### config.mk
export PLATFORM = sky130hd
export DESIGN_NAME = uart_echo_tester_flat
export DESIGN_NICKNAME = d
export VERILOG_FILES = /design/src/rtl/uart_echo_tester_if.sv /design/src/rtl/uart_echo_tester.sv /design/src/flat_wrapper.sv
export SDC_FILE = /design/constraint.sdc
export NUM_CORES = 1
export LEC_CHECK = 0
export CORE_UTILIZATION = 55
export DETAILED_ROUTE_END_ITERATION = 10
export GPL_TIMING_DRIVEN = 0
export PLACE_DENSITY = 0.73
export SETUP_SLACK_MARGIN = 0.2
export SYNTH_ARGS = -nofsm -noshare
export SYNTH_HDL_FRONTEND = slang
export SYNTH_SLANG_ARGS = --single-unit
### constraint.sdc
create_clock -name sysclk -period 7 [get_ports sysclk]
set_input_delay 1.4 -clock sysclk [delete_from_list [all_inputs] [get_ports sysclk]]
set_output_delay 1.4 -clock sysclk [all_outputs]
set_load 0.1 [all_outputs]
### src/rtl/uart_echo_tester_if.sv
// Status and serial-line bundle for uart_echo_tester; master is the tester, slave is whoever starts it.
// Pure wiring: no latency, no backpressure (start is a single-cycle pulse).
interface uart_echo_tester_if;
  logic       start_in;
  logic       uart_rx_serial_in;
  logic       uart_tx_serial_out;
  logic       busy_out;
  logic       done_out;
  logic       pass_out;
  logic [7:0] err_count_out;
  logic [7:0] rx_count_out;

  modport master (
    input  start_in, uart_rx_serial_in,
    output uart_tx_serial_out, busy_out, done_out, pass_out, err_count_out, rx_count_out
  );

  modport slave (
    output start_in, uart_rx_serial_in,
    input  uart_tx_serial_out, busy_out, done_out, pass_out, err_count_out, rx_count_out
  );
endinterface

### src/rtl/uart_echo_tester.sv
// UART initiator: sends N_BYTES LFSR bytes back-to-back and checks the echoed stream against its own LFSR copy.
// TX line low one cycle after the start is accepted; start is ignored while a run is busy, no other backpressure.
module uart_echo_tester #(
  parameter int         CLK_FREQUENCY = 100_000_000,
  parameter int         BAUD_RATE     = 115_200,
  parameter int         N_BYTES       = 32,
  parameter logic [7:0] SEED          = 8'hA5,
  parameter int         TIMEOUT_BITS  = 200
) (
  input  logic               sysclk,
  input  logic               rst_in,
  uart_echo_tester_if.master bus
);

  localparam int CPB     = CLK_FREQUENCY / BAUD_RATE;
  localparam int HALF    = CPB / 2;
  localparam int TO_CLKS = TIMEOUT_BITS * CPB;
  localparam int CW      = $clog2(CPB + 1);
  localparam int TW      = $clog2(TO_CLKS + 1);

  localparam logic [7:0]    N8      = 8'(N_BYTES);
  localparam logic [CW-1:0] CPB_M1  = CW'(CPB - 1);
  localparam logic [CW-1:0] HALF_M1 = CW'(HALF - 1);
  localparam logic [TW-1:0] TO_M1   = TW'(TO_CLKS - 1);

  function automatic logic [7:0] lfsr_next(input logic [7:0] c);
    return {c[6:0], c[7] ^ c[5] ^ c[4] ^ c[3]};
  endfunction

  typedef enum logic [1:0] {S_IDLE, S_RUN, S_DRAIN, S_DONE} state_t;
  state_t r_state, w_state_nxt;

  logic [9:0]    r_tx_shift;
  logic [CW-1:0] r_tx_cnt;
  logic [3:0]    r_tx_bitn;
  logic          r_tx_busy;
  logic [7:0]    r_tx_bytes;
  logic [7:0]    r_tx_lfsr;

  logic [1:0]    r_rx_sync;
  logic          r_rx_prev;
  logic          r_rx_on;
  logic [CW-1:0] r_rx_cnt;
  logic [3:0]    r_rx_bitn;
  logic [7:0]    r_rx_data;
  logic [7:0]    r_rx_lfsr;
  logic [7:0]    r_rx_count;
  logic [7:0]    r_err;
  logic          r_pass;
  logic [TW-1:0] r_to_cnt;

  logic          w_active, w_start;
  logic          w_tx_bit_end, w_tx_frame_end, w_tx_last;
  logic          w_rx_d, w_rx_fall, w_rx_smp, w_rx_byte, w_rx_bad, w_rx_hit, w_timeout;
  logic [7:0]    w_rxc_nxt, w_err_nxt;
  logic [8:0]    w_sum;

  assign w_active       = (r_state == S_RUN) || (r_state == S_DRAIN);
  assign w_start        = bus.start_in && ((r_state == S_IDLE) || (r_state == S_DONE));
  assign w_tx_bit_end   = r_tx_busy && (r_tx_cnt == CPB_M1);
  assign w_tx_frame_end = w_tx_bit_end && (r_tx_bitn == 4'd9);
  assign w_tx_last      = w_tx_frame_end && ((r_tx_bytes + 8'd1) == N8);

  assign w_rx_d    = r_rx_sync[1];
  assign w_rx_fall = r_rx_prev && !w_rx_d;
  assign w_rx_smp  = r_rx_on && ((r_rx_bitn == 4'd0) ? (r_rx_cnt == HALF_M1) : (r_rx_cnt == CPB_M1));
  assign w_rx_byte = w_rx_smp && (r_rx_bitn == 4'd9) && w_active;
  assign w_rx_bad  = (r_rx_data != r_rx_lfsr) || !w_rx_d;
  assign w_rx_hit  = w_rx_byte && ((r_rx_count + 8'd1) == N8);
  assign w_timeout = (r_state == S_DRAIN) && (r_to_cnt == TO_M1) && !w_rx_byte;

  always_ff @(posedge sysclk or posedge rst_in) begin
    if (rst_in) r_state <= S_IDLE;
    else        r_state <= w_state_nxt;
  end

  always_comb begin
    w_state_nxt = r_state;
    w_rxc_nxt   = r_rx_count;
    w_err_nxt   = r_err;
    w_sum       = {1'b0, r_err} + {1'b0, N8 - r_rx_count};
    case (r_state)
      S_IDLE:  if (bus.start_in) w_state_nxt = S_RUN;
      S_RUN:   if (w_rx_hit) w_state_nxt = S_DONE;
               else if (w_tx_last) w_state_nxt = S_DRAIN;
      S_DRAIN: if (w_rx_hit || w_timeout) w_state_nxt = S_DONE;
      S_DONE:  if (bus.start_in) w_state_nxt = S_RUN;
      default: w_state_nxt = S_IDLE;
    endcase
    if (w_rx_byte) begin
      w_rxc_nxt = r_rx_count + 8'd1;
      if (w_rx_bad && (r_err != 8'hFF)) w_err_nxt = r_err + 8'd1;
    end else if (w_timeout) begin
      // bytes never echoed count as errors, saturating at 255
      w_err_nxt = w_sum[8] ? 8'hFF : w_sum[7:0];
    end
  end

  always_ff @(posedge sysclk or posedge rst_in) begin
    if (rst_in) begin
      r_tx_shift <= '1;
      r_tx_cnt   <= '0;
      r_tx_bitn  <= '0;
      r_tx_busy  <= 1'b0;
      r_tx_bytes <= '0;
      r_tx_lfsr  <= SEED;
    end else if (w_start) begin
      r_tx_shift <= '1;
      r_tx_cnt   <= '0;
      r_tx_bitn  <= '0;
      r_tx_busy  <= 1'b0;
      r_tx_bytes <= '0;
      r_tx_lfsr  <= SEED;
    end else if (r_state != S_RUN) begin
      r_tx_shift <= '1;
      r_tx_cnt   <= '0;
      r_tx_busy  <= 1'b0;
    end else if (!r_tx_busy) begin
      if (r_tx_bytes != N8) begin
        r_tx_shift <= {1'b1, r_tx_lfsr, 1'b0};
        r_tx_lfsr  <= lfsr_next(r_tx_lfsr);
        r_tx_busy  <= 1'b1;
        r_tx_bitn  <= '0;
        r_tx_cnt   <= '0;
      end
    end else if (w_tx_bit_end) begin
      r_tx_cnt <= '0;
      if (w_tx_frame_end) begin
        r_tx_bytes <= r_tx_bytes + 8'd1;
        r_tx_bitn  <= '0;
        // next start bit follows the stop bit with no idle gap
        if (!w_tx_last) begin
          r_tx_shift <= {1'b1, r_tx_lfsr, 1'b0};
          r_tx_lfsr  <= lfsr_next(r_tx_lfsr);
        end else begin
          r_tx_shift <= '1;
          r_tx_busy  <= 1'b0;
        end
      end else begin
        r_tx_shift <= {1'b1, r_tx_shift[9:1]};
        r_tx_bitn  <= r_tx_bitn + 4'd1;
      end
    end else begin
      r_tx_cnt <= r_tx_cnt + CW'(1);
    end
  end

  always_ff @(posedge sysclk or posedge rst_in) begin
    if (rst_in) begin
      r_rx_sync <= 2'b11;
      r_rx_prev <= 1'b1;
    end else begin
      r_rx_sync <= {r_rx_sync[0], bus.uart_rx_serial_in};
      r_rx_prev <= r_rx_sync[1];
    end
  end

  always_ff @(posedge sysclk or posedge rst_in) begin
    if (rst_in) begin
      r_rx_on   <= 1'b0;
      r_rx_cnt  <= '0;
      r_rx_bitn <= '0;
      r_rx_data <= '0;
    end else if (!w_active) begin
      r_rx_on <= 1'b0;
    end else if (!r_rx_on) begin
      if (w_rx_fall) begin
        r_rx_on   <= 1'b1;
        r_rx_cnt  <= '0;
        r_rx_bitn <= '0;
      end
    end else if (w_rx_smp) begin
      r_rx_cnt <= '0;
      case (r_rx_bitn)
        // a start bit that is high again at mid-bit was a glitch
        4'd0:    if (w_rx_d) r_rx_on <= 1'b0;
                 else r_rx_bitn <= 4'd1;
        4'd9:    r_rx_on <= 1'b0;
        default: begin
          r_rx_data <= {w_rx_d, r_rx_data[7:1]};
          r_rx_bitn <= r_rx_bitn + 4'd1;
        end
      endcase
    end else begin
      r_rx_cnt <= r_rx_cnt + CW'(1);
    end
  end

  always_ff @(posedge sysclk or posedge rst_in) begin
    if (rst_in) begin
      r_rx_count <= '0;
      r_err      <= '0;
      r_pass     <= 1'b0;
      r_rx_lfsr  <= SEED;
      r_to_cnt   <= '0;
    end else if (w_start) begin
      r_rx_count <= '0;
      r_err      <= '0;
      r_pass     <= 1'b0;
      r_rx_lfsr  <= SEED;
      r_to_cnt   <= '0;
    end else begin
      r_rx_count <= w_rxc_nxt;
      r_err      <= w_err_nxt;
      if (w_rx_byte) r_rx_lfsr <= lfsr_next(r_rx_lfsr);
      if (w_rx_byte || ((w_state_nxt == S_DRAIN) && (r_state != S_DRAIN))) r_to_cnt <= '0;
      else if (r_state == S_DRAIN) r_to_cnt <= r_to_cnt + TW'(1);
      if ((w_state_nxt == S_DONE) && (r_state != S_DONE))
        r_pass <= (w_err_nxt == 8'd0) && (w_rxc_nxt == N8);
    end
  end

  assign bus.uart_tx_serial_out = r_tx_shift[0];
  assign bus.busy_out           = w_active;
  assign bus.done_out           = (r_state == S_DONE);
  assign bus.pass_out           = r_pass;
  assign bus.err_count_out      = r_err;
  assign bus.rx_count_out       = r_rx_count;

endmodule

### src/flat_wrapper.sv
// flat-port wrapper written by rule: the top's interface ports become plain ports
module uart_echo_tester_flat 
#(
  parameter int         CLK_FREQUENCY = 100_000_000,
  parameter int         BAUD_RATE     = 115_200,
  parameter int         N_BYTES       = 32,
  parameter logic [7:0] SEED          = 8'hA5,
  parameter int         TIMEOUT_BITS  = 200
)
  (sysclk, rst_in, bus_start_in, bus_uart_rx_serial_in, bus_uart_tx_serial_out, bus_busy_out, bus_done_out, bus_pass_out, bus_err_count_out, bus_rx_count_out);
  uart_echo_tester_if bus_i ();
  input  logic sysclk;
  input  logic rst_in;
  input wire logic [$bits(bus_i.start_in)-1:0] bus_start_in;
  input wire logic [$bits(bus_i.uart_rx_serial_in)-1:0] bus_uart_rx_serial_in;
  output wire logic [$bits(bus_i.uart_tx_serial_out)-1:0] bus_uart_tx_serial_out;
  output wire logic [$bits(bus_i.busy_out)-1:0] bus_busy_out;
  output wire logic [$bits(bus_i.done_out)-1:0] bus_done_out;
  output wire logic [$bits(bus_i.pass_out)-1:0] bus_pass_out;
  output wire logic [$bits(bus_i.err_count_out)-1:0] bus_err_count_out;
  output wire logic [$bits(bus_i.rx_count_out)-1:0] bus_rx_count_out;
  assign bus_i.start_in = bus_start_in;
  assign bus_i.uart_rx_serial_in = bus_uart_rx_serial_in;
  assign bus_uart_tx_serial_out = bus_i.uart_tx_serial_out;
  assign bus_busy_out = bus_i.busy_out;
  assign bus_done_out = bus_i.done_out;
  assign bus_pass_out = bus_i.pass_out;
  assign bus_err_count_out = bus_i.err_count_out;
  assign bus_rx_count_out = bus_i.rx_count_out;
  uart_echo_tester #(.CLK_FREQUENCY(CLK_FREQUENCY), .BAUD_RATE(BAUD_RATE), .N_BYTES(N_BYTES), .SEED(SEED), .TIMEOUT_BITS(TIMEOUT_BITS)) u_core (.sysclk(sysclk), .rst_in(rst_in), .bus(bus_i));
endmodule
# Yosys cells after proc, flatten, opt, wreduce, memory -nomap -nowiden
# Cells that the tools add are included.
# word_totals
regBits	112
in_bits	4
output_inout_bits	20
word_cells	177
# op_classes
add_sub_neg	10
eq_ne	28
n_mux	71
bitwise	7
n_reduce_logical	43
# op_table
op	n
$mux W8	21
$mux W10	13
$mux W18	3
$mux W4	10
$add A8 B1 Y8 const B	3
$eq A8 B6 Y1 const B	3
$add A10 B1 Y10 const B	2
$eq A10 B10 Y1 const B	2
$add A18 B1 Y18 const B	1
$eq A18 B18 Y1 const B	1
$mux W9	2
$logic_and A1 B1 Y1	15
$mux W1	15
$ne A3 B3 Y1 const B	4
$reduce_bool A2 Y1	6
$eq A10 B9 Y1 const B	1
$reduce_and A5 Y1	2
$add A8 B8 Y9	1
$add A4 B1 Y4 const B	2
$eq A2 B2 Y1 const B	4
$eq A4 B4 Y1 const B	2
$logic_not A8 Y1	1
$mux W2	4
$ne A2 B2 Y1 const B	4
other kinds (22)	37

# Depth between registers and ports, before layout
# Gate-level depths: netlist of the first run.
# logic_depth
depth_word	15
depth_mapped	14
depth_no_buf	14

# Worst setup path after synthesis of the first run
# OpenSTA, ideal clock, no wires.
# synth_path
path_type	register -> register
from	register u_core.r_rx_count[0], in the netlist u_core.bus.rx_count_out[0]
to	register u_core.r_pass, in the netlist u_core.bus.pass_out
setup_ps	92
arrival_ps	3673
required_time_ps	6908
path_slack_ps	3235
path_stages_with_launch	12
n_path_buf	0
synth_period_minus_slack_ps	3765
path_cell_list	dfrtp_1 > inv_1 > ha_1 > fa_1 > a211oi_1 > o21ai_0 > nand3b_1 > nor4b_1 > nand2_1 > a22oi_1 > nand4_1 > o31ai_2
# synth_between
elab_chain_len	9
word_cells_on_any_way	21
classes_between	3 x add/sub; 3 x eq/ne; 9 x mux; 6 x reduce/logical
# synth_lines
item	line_no	source
start, declared	uart_echo_tester.sv:47	logic [7:0] r_rx_count;
start signal, assigned	uart_echo_tester.sv:203	r_rx_count <= w_rxc_nxt;
$sub A6 B8 Y8 / $add A8 B1 Y8 (equally long branches)	uart_echo_tester.sv:81, uart_echo_tester.sv:69, uart_echo_tester.sv:91	
$add A8 B8 Y9 / $eq A8 B6 Y1 (equally long branches)	uart_echo_tester.sv:81, uart_echo_tester.sv:69	
$mux W8 / $logic_and A1 B1 Y1 (equally long branches)	uart_echo_tester.sv:95, uart_echo_tester.sv:69	
$mux W8 / $logic_or A1 B1 Y1 (equally long branches)	uart_echo_tester.sv:93, uart_echo_tester.sv:86	
$mux W8 / $mux W2 (equally long branches)	uart_echo_tester.sv:90, uart_echo_tester.sv:86	
$logic_not A8 Y1 / $pmux W2 S3 (equally long branches)	uart_echo_tester.sv:209, uart_echo_tester.sv:82	
$logic_and A1 B1 Y1 / $eq A2 B2 Y1 (equally long branches)	uart_echo_tester.sv:209, uart_echo_tester.sv:208	
$mux W1 / $logic_and A1 B1 Y1 (equally long branches)	uart_echo_tester.sv:208	if ((w_state_nxt == S_DONE) && (r_state != S_DONE))
$mux W1 / $reduce_bool A2 Y1 (equally long branches)	n/a	
end signal, assigned	uart_echo_tester.sv:209	r_pass <= (w_err_nxt == 8'd0) && (w_rxc_nxt == N8);
end, declared	uart_echo_tester.sv:49	logic r_pass;
# Several ways; a longest one is shown, not always the timed one. The select of a mux whose other input is x is not followed.
# A chain may end at the register's enable or synchronous reset.

# Worst setup path after layout of the first run
# layout_path
from	register u_core.r_state[0]
to	output port bus_busy_out
# layout_between
elab_chain_len	2
word_cells_on_any_way	3
classes_between	2 x eq/ne; 1 x reduce/logical
# layout_lines
item	line_no	source
start, declared	uart_echo_tester.sv:31	state_t r_state, w_state_nxt;
start signal, assigned	uart_echo_tester.sv:74	else r_state <= w_state_nxt;
$eq A2 B1 Y1 / $eq A2 B2 Y1 (equally long branches)	uart_echo_tester.sv:58	assign w_active = (r_state == S_RUN) || (r_state == S_DRAIN);
$logic_or A1 B1 Y1 (*)	uart_echo_tester.sv:58	
end, declared	flat_wrapper.sv:17	output wire logic [$bits(bus_i.busy_out)-1:0] bus_busy_out;
# Every way passes the cells marked *; elsewhere a longest branch is shown, timed or not.

==> results of run 1 <==
-- cell usage after synthesis, types with 7 or more instances --
master,number,area [sq um]
dfrtp_1,91,2280
and3_1,19,119
nor4_1,8,50.1
xnor2_1,22,193
dfstp_2,20,526
a31oi_1,9,56.3
o22a_1,15,131
o21ai_0,67,335
and2_1,10,62.6
a21oi_1,23,115
mux2_2,9,101
nor3_1,19,95.1
clkbuf_1,20,75.1
inv_1,25,93.8
nand2_1,88,330
o21a_1,7,52.6
nand4_1,20,125
ha_1,26,325
xor2_1,29,254
or3_1,9,56.3
nor2_1,66,248
nand3_1,37,185
o31ai_1,15,113
-- layer usage --
layer	track usage	up-vias	part of all wire
met2	0.402	125	0.47
met3	0.0536	16	0.041
met1	0.346	2791	0.47
li1	-	2763	-
met5	0	-	0
met4	0.0807	0	0.015
-- layout make-up --
cell class / count / area (sq um)
flip-flops and latches: 111 / 2800
clock buffers: 11 / 233
fillers: 1033 / 4510
clock inverters: 5 / 58.8
inverters: 25 / 96.3
well taps: 147 / 184
multi-input cells: 585 / 3740
repair buffers: 24 / 258
plain buffers: 28 / 124
-- metrics by stage --
| step | setup slack, ps | util |
|---|---|---|
| floorplan | 2700 | - |
| global placement | 1110 | 0.598 |
| detailed placement | 3060 | 0.600 |
| CTS | 2980 | 0.624 |
| global route | 2800 | 0.624 |
| finish | 3020 | 0.624 |
-- path summary, 6_finish.rpt --
| kind | start | end | slack, ps | depth (start not counted) |
|---|---|---|---|---|
| max | u_core.r_state[0] | bus_busy_out | 3020 | 4 |
| min | u_core.r_rx_sync[0] | u_core.r_rx_sync[1] | 360 | 0 |
| max reg2reg | u_core.bus.rx_count_out[0] | u_core.bus.pass_out | 3160 | 11 |
| min reg2reg | u_core.r_rx_sync[0] | u_core.r_rx_sync[1] | 360 | 0 |
| max in group asynchronous | rst_in | u_core.r_tx_lfsr[0] | 4680 | 3 |
| min in group asynchronous | rst_in | u_core.r_rx_cnt[8] | 1560 | 2 |
-- worst max-delay path, cell delays in order (launching register included) --
cell	delay, ps
dfrtp_1	420
inv_1	90
ha_1	380
inv_1	170
clkdlybuf4s50_1	1160
-- cells by family (layout without fill, tap and decap cells) --
family,Yosys count,in the layout,share of synthesized area
mux,11,11,0.0179
simple gates,324,324,0.249
compound gates,172,172,0.169
xor+xnor,51,51,0.0660
buf+inv,53,93,0.0322
fa+ha+maj,27,27,0.0510
flops,111,111,0.414
-- power groups by stage --
stage	combinational, mW	sequential (mW)	clock (mW)
5_1_grt	0.126	0.707	0.541
3_3_place_gp	0.101	0.710	0
3_5_place_dp	0.109	0.712	0
4_1_cts	0.109	0.701	0.519
6_report	0.108	0.702	0.502
2_1_floorplan	0.0854	0.703	0
-- registers in the layout (all words and copies together) (netlist names), 8 cells and up --
register and count:
u_core.r_tx_bytes 8, u_core.bus.err_count_out 8, u_core.r_rx_lfsr 8, u_core.bus.rx_count_out 8, u_core.r_rx_data 8, u_core.r_tx_shift 9, u_core.r_tx_lfsr 8, u_core.r_to_cnt 18
u_core.r_rx_cnt 10, u_core.r_tx_cnt 10
-- placed cells by master (no fill, tap or decap), drive strengths merged, types with 9 or more instances in the layout --
cell	count
a21oi	23
inv	25
buf	9
clkdlybuf4s50	23
nor3	21
a31oi	9
or3	9
nand3	37
o22a	15
nand4	20
o21ai	69
nand2	88
xor2	29
ha	26
nor4	10
clkbuf	31
dfrtp	91
o31ai	16
dfstp	20
nor2	66
and3	19
mux2	9
and2	10
xnor2	22
==> impl_metrics.env, run 1 <==
export IMPL_area_growth_pct=10.9
export IMPL_vias=5695
export IMPL_leakagePower_nw=3.10
export IMPL_fp_dieH_um=113
export IMPL_ys_warn_count=0
export IMPL_cp_arrival_ps=2580
export IMPL_dp_cells=920
export IMPL_cts_buffers=9
export IMPL_die_area_sq_um=12700
export IMPL_core_sq_um=12000
export IMPL_crit_required_ps=5600
export IMPL_status="finished, final reports clean"
export IMPL_cts_hold_buf=0
export IMPL_syn_area_per_cell_sq_um=9.03
export IMPL_netlist_instances=749
export IMPL_die_width_um=113
export IMPL_cts_resized=0
export IMPL_io_pins=24
export IMPL_rows=40
export IMPL_tightest_slew_ps=1000
export IMPL_worstSetupEndpointType="output pin"
export IMPL_drtAntennaViolNets=0
export IMPL_slew_viol_final=0
export IMPL_slew_headroom=0.331
export IMPL_drt_iter0_drc=446
export IMPL_drv_cap=0
export IMPL_synth_nets=780
export IMPL_final_area_sq_um=7500
export IMPL_synth_seq_cells=111
export IMPL_drive_gt1_frac=0.0862
export IMPL_grt_pass1_wl_um=25700
export IMPL_timing_hold_ws_ps=361
export IMPL_synth_seq_area_share=0.414
export IMPL_dr_pass1_iters=5
export IMPL_cts_num_sinks=111
export IMPL_ys_types=72
export IMPL_switching_share=0.248
export IMPL_rsz0062_at_grt="no"
export IMPL_worstHoldPathType="flop to flop"
export IMPL_share_comb_of_total_power=0.083
export IMPL_postCtsSetupBuffers=0
export IMPL_internal_power_mw=0.988
export IMPL_grt_antenna_before_repair=0
export IMPL_power_mw=1.31
export IMPL_route_detailed_drc=0
export IMPL_diodes=0
export IMPL_vdd_drop_max_mv=0.107
export IMPL_grt_pass1_vias=5432
export IMPL_dpl_instance_area_sq_um=7210
export IMPL_fin_setup_tns_ps=0
export IMPL_grt_max_degree=65
export IMPL_root_buffer="clkbuf_16"
export IMPL_max_freq_mhz=251
export IMPL_finClkSkew_ps=7.27
export IMPL_fin_cells=936
export IMPL_hpwlAfterDp_um=11100
export IMPL_grt_use_total=0.252
export IMPL_via_per_inst=6.08
export IMPL_wl_per_cell_um=16.1
export IMPL_htreeDepth=3
export IMPL_powerDensity_nw_per_um2=175
export IMPL_worstSkewPairLatency_ps=350
export IMPL_fin_crit_sh=0.569
export IMPL_cts_path_max_buffers=2
export IMPL_cts_tree="done"
export IMPL_period_needed_ps=3980
export IMPL_io_buffers=23
export IMPL_clkPwrFrac=0.383
export IMPL_synth_flop_cell="dfrtp_1"
export IMPL_synth_area_sq_um=6770
export IMPL_pwr_share_seq=0.535
export IMPL_synth_edf_count=0
export IMPL_fin_nets=815
export IMPL_gp_congestion=0.939
export IMPL_final_hold_violation_count=0
export IMPL_total_switching_power_mw=0.325
export IMPL_crit_fanout=6
export IMPL_path_class="flop to output pin"
export IMPL_start_util=0.563
export IMPL_routed_wl_um=15100
export IMPL_clkTransAtPathRegs_ps=70
export IMPL_postSynth_asyncResetShare=1.00
export IMPL_startpoint_type="flop"
export IMPL_setup_viol=0
export IMPL_grt_remaining_overflow=0
Note: power is estimated with default switching activity, not from simulation.
==> inputs of run 2 (changes only) <==
--- a/config.mk
+++ b/config.mk
@@ -8,7 +8,7 @@
 export CORE_UTILIZATION = 55
 export DETAILED_ROUTE_END_ITERATION = 10
 export GPL_TIMING_DRIVEN = 0
-export PLACE_DENSITY = 0.73
+export PLACE_DENSITY = 0.76
 export SETUP_SLACK_MARGIN = 0.2
 export SYNTH_ARGS = -nofsm -noshare
 export SYNTH_HDL_FRONTEND = slang
==> constraint.sdc (replaced) <==
create_clock -name sysclk -period 3.5 [get_ports sysclk]
set_input_delay 0.7 -clock sysclk [delete_from_list [all_inputs] [get_ports sysclk]]
set_output_delay 0.7 -clock sysclk [all_outputs]
set_load 0.1 [all_outputs]
==> impl_metrics.env, run 2 (synthesis gave the netlist of run 1 again) <==
export IMPL_final_hold_violation_count=0
export IMPL_powerDensity_nw_per_um2=351
export IMPL_top_register="u_core.r_to_cnt"
export IMPL_dpl_instance_area_sq_um=7250
export IMPL_cts_buffers=9
export IMPL_area_growth_pct=14.6
export IMPL_fin_nets=826
export IMPL_layout_common_cells="89 x dfrtp_1, 88 x nand2_1, 65 x nor2_1"
export IMPL_fin_util=0.646
export IMPL_cp_arrival_ps=3520
export IMPL_leakagePower_nw=3.20
export IMPL_worstSetupEndpointType="flop"
export IMPL_setup_viol=0
export IMPL_worstSkewPairLatency_ps=360
export IMPL_grt_remaining_overflow=0
export IMPL_grt_pass1_vias=5287
export IMPL_final_common_cell="dfrtp_1"
export IMPL_grt_pass1_wl_um=25800
export IMPL_period_needed_ps=3240
export IMPL_grt_antenna_before_repair=0
export IMPL_endpoint="u_core.bus.pass_out"
export IMPL_tightest_slew_ps=1020
export IMPL_reg_top3="u_core.r_to_cnt (18), u_core.r_rx_cnt (10), u_core.r_tx_cnt (10)"
export IMPL_slew_headroom=0.318
export IMPL_largest_reg_flops=18
export IMPL_pre_cts_ws_ps=-99.4
export IMPL_rows=40
export IMPL_grt_max_degree=44
export IMPL_grt_use_total=0.253
export IMPL_vdd_drop_max_mv=0.318
export IMPL_die_width_um=113
export IMPL_drv_cap=0
export IMPL_cts_hold_buf=0
export IMPL_regToRegSetupSlack_ps=260
export IMPL_timing_hold_ws_ps=358
export IMPL_hold_path_depth=0
export IMPL_crit_fanout=9
export IMPL_drtAntennaViolNets=0
export IMPL_cts_path_max_buffers=2
export IMPL_worstHoldPathType="flop to flop"
export IMPL_wl_per_cell_um=16.5
export IMPL_rsz0062_at_grt="yes"
export IMPL_rr_endpoint="u_core.bus.pass_out"
export IMPL_start_util=0.563
export IMPL_route_detailed_drc=0
export IMPL_cts_tree="done"
export IMPL_crit_path_start="u_core.bus.rx_count_out[3]"
export IMPL_startpoint_type="flop"
export IMPL_regToRegStartpoint="u_core.bus.rx_count_out[3]"
export IMPL_htreeDepth=3
export IMPL_routed_wl_um=15600
export IMPL_fin_crit_sh=0.926
export IMPL_die_area_sq_um=12700
export IMPL_dr_pass1_iters=6
export IMPL_vias=5823
export IMPL_io_pins=24
export IMPL_fp_dieH_um=113
export IMPL_gp_congestion=0.865
export IMPL_drive_gt1_frac=0.119
export IMPL_diodes=0
export IMPL_fillerInstances=978
export IMPL_final_area_sq_um=7750
export IMPL_drt_iter0_drc=481
export IMPL_max_freq_mhz=308
export IMPL_hpwlAfterDp_um=11300
export IMPL_finClkSkew_ps=6.34
export IMPL_fin_ws_ps=258
export IMPL_crit_required_ps=3780
export IMPL_io_buffers=23
export IMPL_core_sq_um=12000
export IMPL_slew_viol_final=0
export IMPL_clkTransAtPathRegs_ps=80
export IMPL_cts_num_sinks=111
export IMPL_via_per_inst=6.15
export IMPL_rr_worst_depth=14
export IMPL_path_class="flop to flop"
export IMPL_root_buffer="clkbuf_16"
export IMPL_status="finished, final reports clean"
## run 2: cell count changes in the layout (fill, tap and decap cells not counted), sizes merged
cell / before / now
clkinv: 2 / 1
clkdlybuf4s50: 23 / 22
buf: 9 / 21
dlymetal6s2s: 0 / 1
inv: 25 / 27
clkbuf: 31 / 29
## run 2: per-stage QoR
stage / setup TNS (ps) / cells / power, mW
6_report: 0 / 947 / 2.72
5_1_grt: 0 / 947 / 2.84
4_1_cts: 0 / 942 / 2.74
3_5_place_dp: -99.4 / 922 / 1.65
3_3_place_gp: 0 / 919 / 1.62
2_1_floorplan: -68.4 / 749 / 1.58
## run 2: worst max-delay path, cell delays in order (launching register included)
cell and delay, ps:
dfrtp_1 420, clkbuf_4 210, nor2_2 120, nand3_1 110
or3_1 310, nand2_1 100, ha_1 270, o21a_1 180
nor2_1 120, nand3b_1 210, nand4bb_4 150, or2_4 270
a2111oi_4 300, nand4_1 170, o31ai_2 230
## run 2: final cells by class
| cell class | count | area, sq um | share of cell area |
|---|---|---|---|
| flip-flops and latches | 111 | 2810 | 0.362 |
| repair buffers | 35 | 373 | 0.0481 |
| plain buffers | 28 | 131 | 0.0169 |
| multi-input cells | 585 | 3850 | 0.496 |
| inverters | 25 | 97.6 | 0.0126 |
| clock buffers | 10 | 239 | 0.0308 |
| clock inverters | 6 | 75.1 | 0.00968 |
| well taps | 147 | 184 | 0.0237 |
## run 2: worst min-delay path by stage
| stage | from | endpoint | slack (ps) |
|---|---|---|---|
| finish | u_core.r_rx_sync[0] | u_core.r_rx_sync[1] | 360 |
| global route | u_core.r_rx_sync[0] | u_core.r_rx_sync[1] | 360 |
| CTS | u_core.r_rx_sync[0] | u_core.r_rx_sync[1] | 360 |
| detailed placement | u_core.r_rx_sync[0] | u_core.r_rx_sync[1] | 350 |
| global placement | u_core.r_rx_sync[0] | u_core.r_rx_sync[1] | 350 |
| floorplan | u_core.r_rx_sync[0] | u_core.r_rx_sync[1] | 350 |
## run 2: power breakdown
group	internal [mW]	leakage [nW]	switching, mW	total (mW)
Clock	0.587	0.152	0.498	1.09
Combinational	0.0913	1.75	0.141	0.233
Sequential	1.33	1.30	0.0674	1.40
Total	2.01	3.20	0.707	2.72
## run 2: per-layer routing
layer,wire length [um],track usage,vias up,part of all wire
met4,291,0.0825,0,0.019
li1,-,-,2805,-
met3,887,0.0530,33,0.057
met1,7210,0.357,2812,0.46
met5,0,0,-,0
met2,7240,0.392,173,0.46
## run 2: timing repair
action / in CTS / in global routing
gates resized for setup: 6 / 19
pin swaps: 4 / 5
setup buffers: 4 / 5
setup endpoints to repair: 14 / 21
